<file path="src/rtl/t03_player_pkg.sv">
// Shared player geometry and motion-state definitions.
// Purpose : one place where the motion blocks and the display blocks agree
//           on sprite geometry, screen offsets and the vertical state set.
// Contents: player_state_t (vertical motion state), sprite size constants,
//           screen offsets.
package t03_player_pkg;

  // Vertical motion state. Horizontal motion has no state of its own.
  typedef enum logic [1:0] {
    GROUNDED = 2'd0,
    RISING   = 2'd1,
    FALLING  = 2'd2
  } player_state_t;

  // Sprite geometry in screen pixels / lines.
  localparam int SPRITE_W = 15;
  localparam int SPRITE_H = 20;
  localparam int V_SCALE  = 5;

  // Offsets the display stage adds to x/y before comparing with Hcnt/Vcnt.
  localparam int SCREEN_X_OFF = 37;
  localparam int SCREEN_Y_OFF = 29;

endpackage

</file>
<file path="src/rtl/frame_tick_gen.sv">
// Per-frame tick generator.
// Purpose : emits a single-cycle pulse the cycle after Vcnt first equals
//           FRAME_LINE, however many clk cycles Vcnt holds that value.
// Ports   : clk, rst (sync, active-high), vcnt_i (VGA vertical counter),
//           tick_o (registered one-cycle pulse).
module frame_tick_gen #(
  parameter int FRAME_LINE = 481
) (
  input  logic        clk,
  input  logic        rst,
  input  logic [10:0] vcnt_i,
  output logic        tick_o
);

  logic match;
  logic match_q;
  logic tick_q;

  assign match = (vcnt_i == 11'(FRAME_LINE));

  // match_q resets to 1 so a Vcnt already sitting on FRAME_LINE when reset
  // drops does not produce a spurious tick.
  always_ff @(posedge clk) begin
    if (rst) begin
      match_q <= 1'b1;
      tick_q  <= 1'b0;
    end else begin
      match_q <= match;
      tick_q  <= match & ~match_q;
    end
  end

  assign tick_o = tick_q;

endmodule

</file>
<file path="src/rtl/player_1_motion.sv">
// Player 1 motion: sprite position generator feeding player_1_display.
// Purpose : once per video frame (vblank tick) samples the buttons, walks
//           the sprite horizontally with clamping at the screen edges, and
//           runs a jump/gravity state machine for y. x/y only change on the
//           cycle after a tick, so they never move during active video.
// Ports   : clk, rst (sync, active-high)
//           Hcnt (reserved, unused), Vcnt (VGA vertical counter)
//           btn_left/btn_right/btn_jump (synchronised level inputs)
//           x, y (sprite position), facing_left, airborne, frame_tick
//           state_dbg_o (vertical state), vel_dbg_o (vertical speed)
// Handshake: frame_tick acts as the valid strobe for motion updates; there
//           is no ready, a tick is always accepted, and the new x/y/state
//           are visible on the cycle after the tick.
module player_1_motion
  import t03_player_pkg::*;
#(
  parameter int FRAME_LINE = 481,
  parameter int X_INIT     = 100,
  parameter int X_MAX      = 588,
  parameter int X_SPEED    = 2,
  parameter int FLOOR_Y    = 300,
  parameter int JUMP_V     = 12,
  parameter int GRAVITY    = 1,
  parameter int MAX_FALL   = 12
) (
  input  logic        clk,
  input  logic        rst,
  input  logic [10:0] Hcnt,
  input  logic [10:0] Vcnt,
  input  logic        btn_left,
  input  logic        btn_right,
  input  logic        btn_jump,
  output logic [10:0] x,
  output logic [10:0] y,
  output logic        facing_left,
  output logic        airborne,
  output logic        frame_tick,
  output logic [1:0]  state_dbg_o,
  output logic [5:0]  vel_dbg_o
);

  localparam logic [11:0] X_MAX_W    = 12'(X_MAX);
  localparam logic [11:0] X_SPEED_W  = 12'(X_SPEED);
  localparam logic [11:0] FLOOR_Y_W  = 12'(FLOOR_Y);
  localparam logic [5:0]  JUMP_V_W   = 6'(JUMP_V);
  localparam logic [5:0]  GRAVITY_W  = 6'(GRAVITY);
  localparam logic [6:0]  MAX_FALL_W = 7'(MAX_FALL);

  // Hcnt is kept on the port list for a uniform player block interface.
  logic unused_hcnt;
  assign unused_hcnt = ^Hcnt;

  logic tick;

  frame_tick_gen #(
    .FRAME_LINE(FRAME_LINE)
  ) u_tick (
    .clk   (clk),
    .rst   (rst),
    .vcnt_i(Vcnt),
    .tick_o(tick)
  );

  player_state_t state_q, state_d;
  logic [10:0]   x_q, x_d;
  logic [10:0]   y_q, y_d;
  logic [5:0]    vel_q, vel_d;
  logic          facing_q, facing_d;
  logic          airborne_q, airborne_d;
  logic          jump_req_q, jump_req_d;

  // Horizontal and vertical candidates computed one bit wider than the
  // registers so that under/overflow shows up before clamping.
  logic [11:0] x_left, x_right;
  logic [11:0] y_up, y_down;
  logic [6:0]  vel_sum;
  logic [5:0]  fall_vel;
  logic        jump_eff;

  assign x_left   = {1'b0, x_q} - X_SPEED_W;
  assign x_right  = {1'b0, x_q} + X_SPEED_W;
  assign y_up     = {1'b0, y_q} - {6'b0, vel_q};
  assign vel_sum  = {1'b0, vel_q} + {1'b0, GRAVITY_W};
  assign fall_vel = (vel_sum > MAX_FALL_W) ? MAX_FALL_W[5:0] : vel_sum[5:0];
  assign y_down   = {1'b0, y_q} + {6'b0, fall_vel};
  // A press on the tick cycle itself counts for that tick.
  assign jump_eff = jump_req_q | btn_jump;

  always_ff @(posedge clk) begin
    if (rst) begin
      state_q    <= GROUNDED;
      x_q        <= 11'(X_INIT);
      y_q        <= 11'(FLOOR_Y);
      vel_q      <= 6'd0;
      facing_q   <= 1'b0;
      airborne_q <= 1'b0;
      jump_req_q <= 1'b0;
    end else begin
      state_q    <= state_d;
      x_q        <= x_d;
      y_q        <= y_d;
      vel_q      <= vel_d;
      facing_q   <= facing_d;
      airborne_q <= airborne_d;
      jump_req_q <= jump_req_d;
    end
  end

  always_comb begin
    state_d    = state_q;
    x_d        = x_q;
    y_d        = y_q;
    vel_d      = vel_q;
    facing_d   = facing_q;
    jump_req_d = jump_req_q | btn_jump;

    if (tick) begin
      // Every tick either consumes the request or, when airborne, drops it
      // so that presses during flight are not buffered.
      jump_req_d = 1'b0;

      if (btn_left && !btn_right) begin
        x_d      = x_left[11] ? 11'd0 : x_left[10:0];
        facing_d = 1'b1;
      end else if (btn_right && !btn_left) begin
        x_d      = (x_right > X_MAX_W) ? X_MAX_W[10:0] : x_right[10:0];
        facing_d = 1'b0;
      end

      unique case (state_q)
        GROUNDED: begin
          if (jump_eff) begin
            state_d = RISING;
            vel_d   = JUMP_V_W;
          end
        end
        RISING: begin
          if ({5'b0, vel_q} >= y_q) begin
            // Ceiling: clamp at the top of the screen and start falling.
            y_d     = 11'd0;
            vel_d   = 6'd0;
            state_d = FALLING;
          end else begin
            y_d = y_up[10:0];
            if (vel_q <= GRAVITY_W) begin
              vel_d   = 6'd0;
              state_d = FALLING;
            end else begin
              vel_d = vel_q - GRAVITY_W;
            end
          end
        end
        FALLING: begin
          if (y_down >= FLOOR_Y_W) begin
            y_d     = FLOOR_Y_W[10:0];
            vel_d   = 6'd0;
            state_d = GROUNDED;
          end else begin
            y_d   = y_down[10:0];
            vel_d = fall_vel;
          end
        end
        default: begin
          state_d = GROUNDED;
          vel_d   = 6'd0;
        end
      endcase
    end

    airborne_d = (state_d != GROUNDED);
  end

  assign x           = x_q;
  assign y           = y_q;
  assign facing_left = facing_q;
  assign airborne    = airborne_q;
  assign frame_tick  = tick;
  assign state_dbg_o = state_q;
  assign vel_dbg_o   = vel_q;

endmodule

</file>
<file path="config.mk">
export PLATFORM = sky130hd
export DESIGN_NAME = player_1_motion
export DESIGN_NICKNAME = d
export VERILOG_FILES = /design/src/rtl/t03_player_pkg.sv /design/src/rtl/frame_tick_gen.sv /design/src/rtl/player_1_motion.sv
export SDC_FILE = /design/constraint.sdc
export NUM_CORES = 1
export LEC_CHECK = 0
export ABC_AREA = 1
export CAP_MARGIN = 20
export CORE_UTILIZATION = 40
export DETAILED_ROUTE_END_ITERATION = 6
export PLACE_DENSITY = 0.68
export RECOVER_POWER = 100
export SLEW_MARGIN = 20
export SYNTH_ARGS = -nofsm -noshare
export SYNTH_HDL_FRONTEND = slang
export SYNTH_SLANG_ARGS = --single-unit
</file>
<file path="constraint.sdc">
create_clock -name clk -period 5.73 [get_ports clk]
set_input_delay 0.573 -clock clk [delete_from_list [all_inputs] [get_ports clk]]
set_output_delay 0.573 -clock clk [all_outputs]
set_load 0.05 [all_outputs]
</file>
# Yosys cells after proc, flatten, opt, wreduce, memory -nomap -nowiden
# Cells that the tools add are included.
[op_classes]
n_bitwise = 3
n_eq_ne = 4
n_mux = 21
magnitude_cmp = 5
reduce_logical = 12
addsub = 6
[ops]
columns = ["cell", "n"]
rows = [
  ["$mux W11", 6],
  ["$mux W6", 5],
  ["$pmux W11 S2", 1],
  ["$pmux W6 S3", 1],
  ["$add A11 B2 Y12 const B", 1],
  ["$add A11 B6 Y12", 1],
  ["$ge A12 B9 Y1 const B", 1],
  ["$gt A12 B10 Y1 const B", 1],
  ["$sub A11 B2 Y12 const B", 1],
  ["$eq A11 B9 Y1 const B", 1],
  ["$ge A6 B11 Y1", 1],
  ["$sub A11 B6 Y11", 1],
  ["$mux W2", 5],
  ["$add A6 B1 Y7 const B", 1],
  ["$gt A7 B4 Y1 const B", 1],
  ["$le A6 B1 Y1 const B", 1],
  ["$pmux W2 S3", 1],
  ["$reduce_and A2 Y1", 3],
  ["$reduce_bool A2 Y1", 3],
  ["$sub A6 B1 Y6 const B", 1],
  ["$eq A2 B1 Y1 const B", 1],
  ["$eq A2 B2 Y1 const B", 1],
  ["$logic_and A1 B1 Y1", 2],
  ["$logic_not A1 Y1", 2],
  ["other kinds (7)", 8],
]
[word_totals]
regBits = 35
output_inout_bits = 33
in_bits = 27

# Longest topological paths before layout
[depth]
word_depth = 9
mapped_depth = 25
depth_no_buf = 23

# Cells and area by module
# From an unflattened synthesis, not the netlist that was laid out.
[hier_totals]
hier_cells = 549
area_unflattened_um2 = 3360.7
[modules_own_cells]
columns = ["module", "seq_area_each_um2", "cells_each", "area_per_inst_um2", "instances"]
rows = [
  ["player_1_motion", 640.6, 529, 3249.4, 1],
  ["frame_tick_gen", 40.0, 20, 111.4, 1],
]

# Least setup slack after synthesis
# OpenSTA, ideal clock, no wires.
[synth_path]
path_kind = "register -> register"
start = "reg vel_q[0] (netlist: vel_dbg_o[0])"
end = "reg vel_q[0] (netlist: vel_dbg_o[0])"
n_path_buf = 1
arrival_time_ns = 3.150
required_time_ns = 5.621
stages_incl_launch_ff = 24
path_slack_ns = 2.471
setup_time_ns = 0.109
path_cell_list = "dfxtp_1 > ha_1 > xor2_1 > inv_1 > nor2_1 > inv_1 > nand3_1 > inv_1 > ha_1 > fa_1 > nand3_1 > nand2_1 > nand2_1 > nand2_1 > nand2_1 > nand2_1 > nand3_1 > nand2_4 > and2_4 > buf_6 > nand2_2 > nand3_2 > nand2_1 > inv_1"
[synth_via]
elab_chain_len = 7
[synth_rtl]
columns = ["element", "line", "rtl"]
rows = [
  ["start: declaration", "player_1_motion.sv:67", "logic [5:0] vel_q, vel_d;"],
  ["start signal: assignment", "player_1_motion.sv:102", "vel_q <= vel_d;"],
  ["$add A6 B1 Y7", "player_1_motion.sv:83", "assign vel_sum = {1'b0, vel_q} + {1'b0, GRAVITY_W};"],
  ["$gt A7 B4 Y1", "player_1_motion.sv:84", "assign fall_vel = (vel_sum > MAX_FALL_W) ? MAX_FALL_W[5:0] : vel_sum[5:0];"],
  ["$mux W6", "player_1_motion.sv:84", ""],
  ["$add A11 B6 Y12", "player_1_motion.sv:85", "assign y_down = {1'b0, y_q} + {6'b0, fall_vel};"],
  ["$ge A12 B9 Y1", "player_1_motion.sv:154", "if (y_down >= FLOOR_Y_W) begin"],
  ["$mux W6", "player_1_motion.sv:154", ""],
  ["$pmux W6 S3 *", "player_1_motion.sv:130", "unique case (state_q)"],
]
# Mark *: on every way between the ends. The rest lies on a longest branch, timed or not.
# A chain may end at the register's enable or synchronous reset.

# Worst setup path in the final report
[layout_path]
start = "reg vel_q[0] (netlist: vel_dbg_o[0])"
end = "reg y_q[7] (netlist: y[7])"
[layout_via]
elab_chain_len = 7
[layout_rtl]
columns = ["element", "line", "rtl"]
rows = [
  ["$add A6 B1 Y7", "player_1_motion.sv:83", ""],
  ["$gt A7 B4 Y1", "player_1_motion.sv:84", ""],
  ["$mux W6", "player_1_motion.sv:84", ""],
  ["$add A11 B6 Y12", "player_1_motion.sv:85", ""],
  ["$ge A12 B9 Y1", "player_1_motion.sv:154", ""],
  ["$mux W11", "player_1_motion.sv:154", ""],
  ["$pmux W11 S2 *", "player_1_motion.sv:130", ""],
  ["end signal: assignment", "player_1_motion.sv:93", "y_q <= 11'(FLOOR_Y);"],
  ["end signal: assignment", "player_1_motion.sv:101", "y_q <= y_d;"],
  ["end: declaration", "player_1_motion.sv:66", "logic [10:0] y_q, y_d;"],
]
# Marks and branches as above.

==> out/results.ini <==
[min_path]
hold_path_startpoint = u_tick.match_q
worstHoldPathCells = 1
hold_path_end = u_tick.tick_o
hp-class = reg -> reg

[critical_path]
crit_type = reg -> reg
cp-start-kind = flop
rr_endpoint = y[7]
setup.worst_path.end_class = flop
r2r-start = vel_dbg_o[0]
ff2ff_path_depth = 19
crit_start = vel_dbg_o[0]
crit_arrival_ns = 4.20
cp_max_fo = 9
r2r_setup_slack_ns = 1.76
required_ns = 5.95

[final_layout]
nFillCells = 873
num_antenna_cells = 0
drive_above_1_share = 0.04809
final_common_cell = nand2_1
syn2layout_area_growth_pct = 16.37
nNetsFinal = 653
layout_common_cells = nand2_1 (153), inv_1 (86), nor2_1 (54)
final_cells = 708

[power_and_ir_drop]
leakagePower_nw = 1.987
p_per_area_nw_per_um2 = 115.9
peakVddDrop_mv = 0.08195

[sta]
finalSetupTns_ns = 0
maxSlewViolCount = 0
post-route-period-util = 0.6934
setup_viol_count_final = 0
timing.fmax_mhz = 251.7
final-hold-violation-count = 0
slew_headroom = 0.5131
rsz0062_at_grt = no
skew_ns = 0.01222
layout_min_cycle_time_ns = 3.973
worst_pin_slew_ns = 0.7279

[cts]
post_cts_buffers = 0
clkSinkCount = 34
cts_buffers = 5
holdBufCountCts = 0
cts_root_buf = clkbuf_8
max-clock-path-buffers = 2
post_cts_resized = 0
worstSkewPairLatency_ns = 0.30
clk_pin_slew_ns = 0.08
htree_levels = 2
cts_tree = done

[synthesis]
synthXorXnorAreaFrac = 0.04112
postSynthCellCount = 562
synth-seq-area-share = 0.1997
avgSynthCellArea_um2 = 6.065
synth.distinct_cells = 42
synth_top_family_by_area = simple AND/OR/NAND/NOR gates
yosys.area_share.simple = 0.4181
synthFlopType = dfxtp_1
yosys_register_bits = 34
async_flop_share = 0
synth-edff-count = 0
synth-compound-area-share = 0.1222
muxShareOfSynthArea = 0
ys_warn_count = 0
synthAdderAreaFrac = 0.09251
mappedNetlistArea_um2 = 3408

[detailed_routing]
first_iter_violations = 214
wl_um = 8973
vias_per_cell = 5.103
num_vias = 3613
firstDrtPassIters = 5
ant_nets = 0
wire_per_inst_um = 12.67
drcViolationCount = 0

[placed_design]
place_hpwl_um = 6971
dp.cells = 700
port_buffers = 47
routabilityCongestion = 0.9447

[global_routing]
grt_max_degree = 18
antenna_found_initial = 0
grt_pass1_wl_um = 15040
grt_pass1_vias = 3259
grt_usage = 0.2117
grt_overflow = 0

[run]
maxCapViolations = 0

[floorplan]
die_area_um2 = 8893
die_x_um = 94.31
start_util = 0.4148
core_um2 = 8217
rows = 33
die_h_um = 94.31
io_pins = 60

[run_status]
status = complete, no violations

==> layout make-up <==
type / count / area, um2 / area share
clock buffer: 7 / 86.33 / 0.02177
inverter: 87 / 326.6 / 0.08233
sequential: 34 / 680.7 / 0.1716
tap: 105 / 131.4 / 0.03312
multi-input combinational: 427 / 2266 / 0.5713
timing repair buffer: 47 / 470.5 / 0.1186
clock inverter: 1 / 5.005 / 0.001262
==> cell families after synthesis <==
| group | Yosys count |
|---|---|
| AO/OA/AOI/OAI | 73 |
| XOR/XNOR | 16 |
| adder cells (fa/ha/maj) | 24 |
| buffers and inverters | 103 |
| flip-flops | 34 |
| other | 1 |
| AND/OR/NAND/NOR | 311 |
==> power by group <==
group	total (W)	switching (W)	internal [W]
Combinational	0.0000329	0.0000184	0.0000145
Sequential	0.000237	0.000000202	0.000237
Clock	0.000189	0.0000924	0.0000970
Total	0.000460	0.000111	0.000349
==> critical path, stage by stage, from the launching register on <==
cell     delay [ns]
dfxtp_1        0.49
ha_1           0.30
nand3_1        0.09
nand2_1        0.08
nand3_1        0.07
nor2_1         0.30
o21a_1         0.18
nand2_1        0.06
inv_1          0.09
ha_1           0.24
nand2_1        0.07
nand2_1        0.11
nand3_1        0.21
nand3_1        0.10
nand2_1        0.09
nand2_2        0.04
nor2_1         0.55
and2_0         0.52
nand2_1        0.14
a21oi_1        0.15
==> Yosys cell counts (all sizes together), types with 2 or more instances <==
cell type / n / area share
nand4: 12 / 0.022
ha: 22 / 0.081
buf: 10 / 0.022
nand3: 57 / 0.095
inv: 87 / 0.096
nand2: 161 / 0.19
nor3b: 2 / 0.0044
fa: 2 / 0.012
xnor2: 2 / 0.0051
a21oi: 35 / 0.057
o21ai: 28 / 0.042
nor3: 15 / 0.027
nand3b: 5 / 0.011
clkbuf: 6 / 0.0070
o211ai: 2 / 0.0044
xor2: 14 / 0.036
dfxtp: 34 / 0.20
nor2: 55 / 0.064
o21a: 2 / 0.0044
a22oi: 2 / 0.0044
==> per-layer routing <==
| metal | track usage | vias up | part of all wire |
|---|---|---|---|
| met2 | 0.3484 | 97 | 0.45 |
| met4 | 0.05128 | 0 | 0.0089 |
| met5 | 0 | - | 0 |
| li1 | - | 1875 | - |
| met3 | 0.03074 | 8 | 0.042 |
| met1 | 0.2889 | 1633 | 0.50 |
==> sequential cells by signal (all words and copies together) (netlist names) <==
register,cells
y,11
jump_req_q,1
x,10
vel_dbg_o,6
state_dbg_o,2
u_tick.tick_o,1
airborne,1
u_tick.match_q,1
facing_left,1
==> through the flow <==
stage | utilization | setup slack (ns) | total power [W] | hold WS (ns) | cell area, um2
after global routing | 0.4827 | 1.366 | 0.0004755 | 0.4307 | 3966
after global placement | 0.4768 | 2.530 | 0.0002761 | 0.3791 | 3918
after detailed placement | 0.4768 | 2.467 | 0.0002764 | 0.3773 | 3918
final | 0.4827 | 1.757 | 0.0004596 | 0.3881 | 3966
after CTS | 0.4879 | 2.420 | 0.0004615 | 0.3918 | 4009
after floorplan | - | 2.471 | 0.0002633 | 0.3732 | 3416
==> worst max path at each step <==
stage                   endpoint
floorplan           vel_dbg_o[0]
global placement            y[7]
detailed placement          y[0]
CTS                         y[7]
global route                y[7]
finish                      y[7]
Note: power is estimated with default switching activity, not from simulation.
